### src/rtl/logit9slices.sv
// logit9slices: two-lane inverse-sigmoid (logit) evaluator.
// Maps Q5.11 probabilities to Q5.11 pre-activations in [-6, 6] using a
// 9-segment piecewise-linear table. The knots are the images of the forward
// 9-slice sigmoid breakpoints. A three-stage pipeline handles valid/ready
// backpressure, and the whole pipe freezes while the output is stalled.
// Build option: define LOGIT_ROUND_EN to round the S2 shift to nearest
// (+128 before >> 8). Without it, the shift truncates toward -inf.

module logit9slices (
    input  logic        clk,
    input  logic        rst_n,
    input  logic [15:0] y0_in,
    input  logic [15:0] y1_in,
    input  logic        valid_in,
    output logic        ready_in,
    output logic [15:0] x0_out,
    output logic [15:0] x1_out,
    output logic        valid_out,
    input  logic        ready_out
);

    // Saturation thresholds and the output clamp range.
    localparam logic signed [15:0] Y_SAT_LO = 16'sd5;
    localparam logic signed [15:0] Y_SAT_HI = 16'sd2043;
    localparam logic signed [28:0] X_MIN    = -29'sd12288;
    localparam logic signed [28:0] X_MAX    = 29'sd12288;

    // Lower knot of segment k (y-codes). Only segments 0..8 exist.
    function automatic logic [10:0] knotY(input logic [3:0] k);
        logic [10:0] v;
        case (k)
            4'd0:    v = 11'd5;
            4'd1:    v = 11'd19;
            4'd2:    v = 11'd70;
            4'd3:    v = 11'd244;
            4'd4:    v = 11'd695;
            4'd5:    v = 11'd1353;
            4'd6:    v = 11'd1804;
            4'd7:    v = 11'd1978;
            4'd8:    v = 11'd2029;
            default: v = 11'd0;
        endcase
        return v;
    endfunction

    // Logit value at the lower knot of segment k (x-codes).
    function automatic logic signed [15:0] knotX(input logic [3:0] k);
        logic signed [15:0] v;
        case (k)
            4'd0:    v = -16'sd12288;
            4'd1:    v = -16'sd9557;
            4'd2:    v = -16'sd6827;
            4'd3:    v = -16'sd4096;
            4'd4:    v = -16'sd1365;
            4'd5:    v = 16'sd1365;
            4'd6:    v = 16'sd4096;
            4'd7:    v = 16'sd6827;
            4'd8:    v = 16'sd9557;
            default: v = 16'sd0;
        endcase
        return v;
    endfunction

    // Segment slope, unsigned Q8.8 x-codes per y-code.
    function automatic logic [15:0] slopeM(input logic [3:0] k);
        logic [15:0] v;
        case (k)
            4'd0:    v = 16'd49938;
            4'd1:    v = 16'd13704;
            4'd2:    v = 16'd4018;
            4'd3:    v = 16'd1550;
            4'd4:    v = 16'd1062;
            4'd5:    v = 16'd1550;
            4'd6:    v = 16'd4018;
            4'd7:    v = 16'd13704;
            4'd8:    v = 16'd49938;
            default: v = 16'd0;
        endcase
        return v;
    endfunction

    // A y equal to a knot falls into the segment above it. The result is only
    // used when y lies strictly inside the unsaturated band.
    function automatic logic [3:0] segOf(input logic signed [15:0] y);
        logic [3:0] k;
        if (y < 16'sd19)        k = 4'd0;
        else if (y < 16'sd70)   k = 4'd1;
        else if (y < 16'sd244)  k = 4'd2;
        else if (y < 16'sd695)  k = 4'd3;
        else if (y < 16'sd1353) k = 4'd4;
        else if (y < 16'sd1804) k = 4'd5;
        else if (y < 16'sd1978) k = 4'd6;
        else if (y < 16'sd2029) k = 4'd7;
        else                    k = 4'd8;
        return k;
    endfunction

    // Final output selection. Saturation wins over the clamped segment sum.
    function automatic logic [15:0] clampOut(input logic satLo, input logic satHi,
                                             input logic signed [28:0] sum);
        logic [15:0] v;
        if (satLo)            v = 16'(X_MIN);
        else if (satHi)       v = 16'(X_MAX);
        else if (sum < X_MIN) v = 16'(X_MIN);
        else if (sum > X_MAX) v = 16'(X_MAX);
        else                  v = sum[15:0];
        return v;
    endfunction

    logic w_stall;

    logic w_satLo0, w_satHi0, w_satLo1, w_satHi1;
    logic [3:0]  w_seg0, w_seg1;
    logic [10:0] w_dy0, w_dy1;

    logic               r_s1Valid;
    logic               r_s1SatLo0, r_s1SatHi0, r_s1SatLo1, r_s1SatHi1;
    logic [10:0]        r_s1Dy0, r_s1Dy1;
    logic [15:0]        r_s1M0, r_s1M1;
    logic signed [15:0] r_s1X0, r_s1X1;

    logic [27:0]        w_prod0, w_prod1;
    logic [27:0]        w_prodRnd0, w_prodRnd1;
    logic signed [28:0] w_shifted0, w_shifted1;
    logic signed [28:0] w_sum0, w_sum1;

    logic               r_s2Valid;
    logic               r_s2SatLo0, r_s2SatHi0, r_s2SatLo1, r_s2SatHi1;
    logic signed [28:0] r_s2Sum0, r_s2Sum1;

    logic [15:0] r_x0Out, r_x1Out;
    logic        r_outValid;

    // A valid output that downstream refuses freezes every stage. Reset also
    // forces ready so upstream never sees a stall while the pipe is cleared.
    assign w_stall  = r_outValid && !ready_out;
    assign ready_in = !w_stall || !rst_n;

    // S1 combinational decode: saturation flags, segment and offset per lane.
    always_comb begin
        w_satLo0 = $signed(y0_in) <= Y_SAT_LO;
        w_satHi0 = $signed(y0_in) >= Y_SAT_HI;
        w_seg0   = segOf($signed(y0_in));
        w_dy0    = y0_in[10:0] - knotY(w_seg0);
        w_satLo1 = $signed(y1_in) <= Y_SAT_LO;
        w_satHi1 = $signed(y1_in) >= Y_SAT_HI;
        w_seg1   = segOf($signed(y1_in));
        w_dy1    = y1_in[10:0] - knotY(w_seg1);
    end

    // S1 registers: capture the decoded segment parameters of an accepted pair.
    always_ff @(posedge clk) begin
        if (!rst_n) begin
            r_s1Valid  <= 1'b0;
            r_s1SatLo0 <= 1'b0;
            r_s1SatHi0 <= 1'b0;
            r_s1SatLo1 <= 1'b0;
            r_s1SatHi1 <= 1'b0;
            r_s1Dy0    <= '0;
            r_s1Dy1    <= '0;
            r_s1M0     <= '0;
            r_s1M1     <= '0;
            r_s1X0     <= '0;
            r_s1X1     <= '0;
        end else if (!w_stall) begin
            r_s1Valid  <= valid_in;
            r_s1SatLo0 <= w_satLo0;
            r_s1SatHi0 <= w_satHi0;
            r_s1SatLo1 <= w_satLo1;
            r_s1SatHi1 <= w_satHi1;
            r_s1Dy0    <= w_dy0;
            r_s1Dy1    <= w_dy1;
            r_s1M0     <= slopeM(w_seg0);
            r_s1M1     <= slopeM(w_seg1);
            r_s1X0     <= knotX(w_seg0);
            r_s1X1     <= knotX(w_seg1);
        end
    end

    // S2 datapath: slope times offset, scaled back from Q8.8, plus the knot value.
    always_comb begin
        w_prod0 = 28'(r_s1M0) * 28'(r_s1Dy0);
        w_prod1 = 28'(r_s1M1) * 28'(r_s1Dy1);
`ifdef LOGIT_ROUND_EN
        w_prodRnd0 = w_prod0 + 28'd128;
        w_prodRnd1 = w_prod1 + 28'd128;
`else
        w_prodRnd0 = w_prod0;
        w_prodRnd1 = w_prod1;
`endif
        w_shifted0 = $signed({1'b0, w_prodRnd0}) >>> 8;
        w_shifted1 = $signed({1'b0, w_prodRnd1}) >>> 8;
        w_sum0     = 29'(r_s1X0) + w_shifted0;
        w_sum1     = 29'(r_s1X1) + w_shifted1;
    end

    // S2 registers: hold the unclamped sums and forward the saturation flags.
    always_ff @(posedge clk) begin
        if (!rst_n) begin
            r_s2Valid  <= 1'b0;
            r_s2SatLo0 <= 1'b0;
            r_s2SatHi0 <= 1'b0;
            r_s2SatLo1 <= 1'b0;
            r_s2SatHi1 <= 1'b0;
            r_s2Sum0   <= '0;
            r_s2Sum1   <= '0;
        end else if (!w_stall) begin
            r_s2Valid  <= r_s1Valid;
            r_s2SatLo0 <= r_s1SatLo0;
            r_s2SatHi0 <= r_s1SatHi0;
            r_s2SatLo1 <= r_s1SatLo1;
            r_s2SatHi1 <= r_s1SatHi1;
            r_s2Sum0   <= w_sum0;
            r_s2Sum1   <= w_sum1;
        end
    end

    // S3 output registers: clamp or saturate, then hold while stalled.
    always_ff @(posedge clk) begin
        if (!rst_n) begin
            r_outValid <= 1'b0;
            r_x0Out    <= '0;
            r_x1Out    <= '0;
        end else if (!w_stall) begin
            r_outValid <= r_s2Valid;
            r_x0Out    <= clampOut(r_s2SatLo0, r_s2SatHi0, r_s2Sum0);
            r_x1Out    <= clampOut(r_s2SatLo1, r_s2SatHi1, r_s2Sum1);
        end
    end

    assign x0_out    = r_x0Out;
    assign x1_out    = r_x1Out;
    assign valid_out = r_outValid;

endmodule

### config.mk
export PLATFORM = sky130hd
export DESIGN_NAME = logit9slices
export DESIGN_NICKNAME = d
export VERILOG_FILES = /design/src/rtl/logit9slices.sv
export SDC_FILE = /design/constraint.sdc
export NUM_CORES = 1
export LEC_CHECK = 0
export BUFFER_PORTS_ARGS = -buffer_cell sky130_fd_sc_hd__buf_2
export CAP_MARGIN = 20
export CELL_PAD_IN_SITES_DETAIL_PLACEMENT = 1
export CELL_PAD_IN_SITES_GLOBAL_PLACEMENT = 1
export CORE_AREA = 10 10 212 214
export DETAILED_ROUTE_END_ITERATION = 12
export DIE_AREA = 0 0 222 224
export PLACE_DENSITY = 0.81
export SLEW_MARGIN = 20
export SYNTH_ARGS = -nofsm -noshare
export SYNTH_HDL_FRONTEND = slang
export SYNTH_SLANG_ARGS = --single-unit
### constraint.sdc
create_clock -name clk -period 7.1 [get_ports clk]
set_input_delay 0.355 -clock clk [delete_from_list [all_inputs] [get_ports clk]]
set_output_delay 0.355 -clock clk [all_outputs]
set_load 0.005 [all_outputs]
---- Yosys cells after proc, flatten, opt, wreduce, memory -nomap -nowiden ----
Memory sizes are Yosys's and may differ from the RTL's. A register that Yosys moved wholly into a read port is not among the register bits.
Cells that the tools add are included.
word-level totals
  bits in registers ....................... 155
  ROM bits ................................ 1312
  input port bits ......................... 36
  output and inout port bits .............. 34
  word-level logic and storage cells ...... 92
  memories kept ........................... 6
operators by class
  add/sub/neg operators ................... 4
  $mul .................................... 2
  $lt $le $gt $ge ......................... 24
  muxes and demuxes ....................... 24
  reduce and logical (&&, ||, !) cells .... 13
memories
  memory           depth  bits a word  rd ports  clocked after Yosys merged registers in  wr ports  line  source
  (no name shown)  16     16           1         1                                        0         49    case (k)
  (no name shown)  16     16           1         1                                        0         49
  (no name shown)  16     14           1         1                                        0         67    case (k)
  (no name shown)  16     14           1         1                                        0         67
  (no name shown)  16     11           1         0                                        0         31    case (k)
  (no name shown)  16     11           1         0                                        0         31
operator list
  cell                                                                  number
  less-than comparator 16 x 12 -> 1 bit (second input constant)         8
  two-way mux 16 bit                                                    8
  two-way mux 4 bit                                                     16
  greater-than comparator 29 x 15 -> 1 bit (second input constant)      2
  less-than comparator 29 x 15 -> 1 bit (second input constant)         2
  multiplier 16 x 11 -> 27 bit                                          2
  adder 16 x 20 -> 21 bit                                               2
  greater-or-equal comparator 16 x 12 -> 1 bit (second input constant)  2
  less-or-equal comparator 16 x 4 -> 1 bit (second input constant)      2
  less-than comparator 16 x 11 -> 1 bit (second input constant)         2
  less-than comparator 16 x 6 -> 1 bit (second input constant)          2
  less-than comparator 16 x 8 -> 1 bit (second input constant)          2
  less-than comparator 16 x 9 -> 1 bit (second input constant)          2
  subtractor 11 bit                                                     2
  logical NOT 1 bit                                                     11
  logical AND 1 bit                                                     1
  logical OR 1 bit                                                      1

---- Depth between registers and ports, before layout ----
An unclocked memory read counts as a cell.
  word-level depth ........................ 11
  depth in mapped cells ................... 32

---- Least setup slack after synthesis ----
No wires, ideal clock.
  path type ............................... register to register
  from .................................... register r_s1Dy0[10]
  to ...................................... register r_s2Sum0[19]
  arrival ................................. 6914 ps
  setup slack ............................. 61 ps
  cell stages (with the launch flop) ...... 29
  buffers on the path ..................... 1
  clock period less this slack ............ 7039 ps
  cells stage by stage .................... dfxtp_1 clkbuf_1 nand2_1 fa_1 fa_1 inv_1 fa_1 fa_1 inv_1 fa_1 inv_1 ha_1 a21o_1 a21o_1 a21oi_1 o32ai_1 o211ai_1 nor2_1 or3_1 xor2_1 ha_1 o21a_1 o21ai_0 a21o_1 o311a_1 nor3_1 a2111oi_0 xor2_1 o21ai_1
on the way
  longest elaborated chain between the ends .. 2
ends and longest elaborated chain
  what                          line  source
  from (decl)                   118   logic [10:0] r_s1Dy0, r_s1Dy1;
  from (signal assigned)        171   r_s1Dy0 <= w_dy0;
  multiplier 16 x 11 -> 27 bit  182   w_prod0 = 28'(r_s1M0) * 28'(r_s1Dy0);
  adder 16 x 20 -> 21 bit       193   w_sum0 = 29'(r_s1X0) + w_shifted0;
  to (signal assigned)          213   r_s2Sum0 <= w_sum0;
  to (decl)                     129   logic signed [28:0] r_s2Sum0, r_s2Sum1;
Every way passes these cells.
A chain may end at the register's enable or synchronous reset.

---- Worst setup path in the final report ----
  from .................................... register r_s1M1[4]
  to ...................................... register r_s2Sum1[18]
on the way
  longest elaborated chain between the ends .. 2
ends and longest elaborated chain
  what                          line  source
  from (decl)                   119   logic [15:0] r_s1M0, r_s1M1;
  multiplier 16 x 11 -> 27 bit  183   w_prod1 = 28'(r_s1M1) * 28'(r_s1Dy1);
  adder 16 x 20 -> 21 bit       194   w_sum1 = 29'(r_s1X1) + w_shifted1;
  to (signal assigned)          214   r_s2Sum1 <= w_sum1;
  to (decl)                     129
Every way passes these cells.

==> results_dict.tcl <==
set metrics [dict create \
    ir_worst_vdd_v 0.0002062 \
    final_nets 2769 \
    finalSetupViolCount 0 \
    hold-path-endpoint "r_s1Valid" \
    grt_setup_unrepaired "true" \
    ant_nets 0 \
    holdWs_ns 0.1419 \
    min_from "valid_in" \
    worstMarginPinSlew_ns 1.105 \
    port_buffers 69 \
    utilization_pct 51.38 \
    dr.pass1.iters 7 \
    syn_inst 2188 \
    hold_path.class "input port to flop" \
    grt_antenna_before_repair 0 \
    gr-usage-met1_pct 28.80 \
    required_ns 7.40 \
    cp-end-kind "flop" \
    viasPerCell 5.665 \
    met3_usage_pct 5.287 \
    use_met2_pct 38.50 \
    tritoncts.num_buffers 17 \
    maxCapViolations 0 \
    cp.arrival_ns 7.28 \
    routed_wl_um 59120 \
    num_rows 74 \
    dieHeight_um 224 \
    dp_hpwl_um 44330 \
    track_usage_pct 22.85 \
    gp_congestion 0.8883 \
    grt_overflow 0 \
    io_pins 70 \
    grt_pass1_wl_um 93050 \
    ys_async_sr_fraction_pct 0 \
    ys_seq_area_share_pct 15.80 \
    cts.sinks 143 \
    path_max_fanout 8 \
    synth_top_area_share_pct 23.20 \
    postCtsHoldBufs 0 \
    core_area_mm2 0.04055 \
    hold_viol 0 \
    slowest_stage "fa_1" \
    die-area_mm2 0.04973 \
    postSynthAreaPerCell_um2 8.281 \
    synth.net_count 2658 \
    r2r_cells 25 \
    rrSetupSlack_ns 0.12 \
    initial_core_util_pct 44.68 \
    worst-setup-path-type "flop to flop" \
    startpoint "r_s1M1[4]" \
    tritoncts "built" \
    die_w_um 222 \
    first_global_vias 17400 \
    crit_buf_inv 4 \
    top_usage_layer "met2" \
    min_period_ns 6.978 \
    netlist_area_mm2 0.01812 \
    p_per_area_mw_per_mm2 206.6 \
    cts-root-buf "clkbuf_16" \
    power_w 0.004304 \
    wire_per_inst_um 20.79 \
    routed-via-count 16110 \
    layout_common_cells "inv_1, nand2_1, ha_1" \
    synthTopCellsByArea "fa_1, dfxtp_1, ha_1" \
    ys_seq_elements 143 \
    htreeDepth 4 \
    final_common_cell "inv_1" \
    synth_cell_type_count 69 \
    antennaDiodeCount 0 \
    synth-edff-count 0 \
    grt_max_degree 85 \
    clock_path_buffers 2 \
    leakage_nw 10.56 \
    drive_above_1_share_pct 14.49 \
    fmax_mhz 143.3 \
    slew_violations 0 \
    reg2reg_from "r_s1M1[4]" \
    critPathMaxStageDelay_ns 0.56 \
    yosys.area.top_type "fa_1" \
    critPathTopFamily "adder cells" \
    clk_pin_slew_ns 0.06 \
    drc 0 \
    crit_path_frequent_cell "fa_1" \
    relSlewSlack_pct 26.18 \
    yosysWarnings 0 \
    skew_ns 0.01131 \
    clk_latency_ns 0.46 \
    synthFlopType "dfxtp_1" \
    min_delay_path_depth 3 \
    area_growth_pct 15.00 \
    critPathLaunchType "flop" \
    drt_iter0_drc 1033 \
    fillCellCount 4851 \
    period_share_pct 98.28 \
    status "finished clean" \
    r2r_end "r_s2Sum1[18]" \
]
[repair_timing]
action | in CTS | in global routing
resized for setup | 27 | 117
pin swaps | 3 | 83
setup buffers | 0 | 18
setup endpoints to repair | 10 | 21
cloned | 0 | 0
hold endpoints to repair | 0 | 0
[per-stage QoR]
stage | area, µm² | setup WS, ns | instances | TNS, ns
after floorplan | 18120 | 0.06110 | 2188 | 0
after global placement | 19540 | -0.03232 | 2794 | -0.03232
after detailed placement | 19540 | -0.2386 | 2794 | -0.9412
after CTS | 20230 | 0.007303 | 2826 | 0
after global routing | 20840 | -0.2082 | 2844 | -1.025
final | 20840 | 0.1220 | 2844 | 0
[layer usage]
metal  part of all wire (%)  up-vias  routed length [µm]
met1                     42     8150               25050
met4                    2.7        0                1585
li1                       -     7335                   -
met5                      0        -                   0
met2                     48      492               28570
met3                    6.6      135                3915
[cells in the mapped netlist, types with 36 or more instances]
master    number
inv_1        343
fa_1         210
ha_1         224
xnor2_1       59
a21oi_1      134
and2_1       132
nor2_1        99
a22o_1        36
dfxtp_1      143
clkbuf_1      87
nand2_1      299
o21ai_0       92
[registers in the layout (all words and copies together), names as in the netlist, 6 cells and up]
register  count
r_s1X0        6
x0_out       16
r_s1M1       12
r_s1Dy1      11
r_s2Sum1     21
r_s2Sum0     21
x1_out       16
r_s1M0       12
r_s1Dy0      11
r_s1X1        6
[logic make-up (layout without fill, tap and decap cells)]
logic type      count (synthesis)  after routing  synth area share (%)
mux                             3              3                0.1657
simple gates                  662            662                 17.23
fa+ha+maj                     434            434                 38.67
flops                         143            143                 15.80
compound gates                420            420                 14.72
xor+xnor                       91             91                 4.399
buf+inv                       435            559                 9.019
[power breakdown]
part	internal (W)	switching (W)
Combinational	0.000927	0.00129
Clock	0.000584	0.000407
Sequential	0.000940	0.000159
Total	0.00245	0.00185
[how the worst max path moves through the flow]
stage	cells after the start	slack (ns)	endpoint
after global routing	30	-0.21	r_s2Sum0[27]
after CTS	27	0.007	r_s2Sum0[17]
final	25	0.12	r_s2Sum1[18]
after global placement	27	-0.03	r_s2Sum0[19]
after detailed placement	27	-0.24	r_s2Sum0[19]
after floorplan	28	0.06	r_s2Sum0[19]
[worst min-delay path, delay by kind of cell]
kind | cells | cell delay [ns]
simple gates | 1 | 0.05
compound gates | 1 | 0.06
buf+inv | 1 | 0.09
[layout make-up]
| type | count | area [µm²] | share of cell area, % |
|---|---|---|---|
| clock buffer | 21 | 470.5 | 2.258 |
| clock inverter | 11 | 153.9 | 0.7386 |
| inverter | 344 | 1291 | 6.197 |
| multi-input combinational | 1610 | 14080 | 67.57 |
| sequential | 143 | 2943 | 14.12 |
| tap | 532 | 665.6 | 3.195 |
| timing repair buffer | 183 | 1232 | 5.915 |
Note: power is estimated with default switching activity, not from simulation.
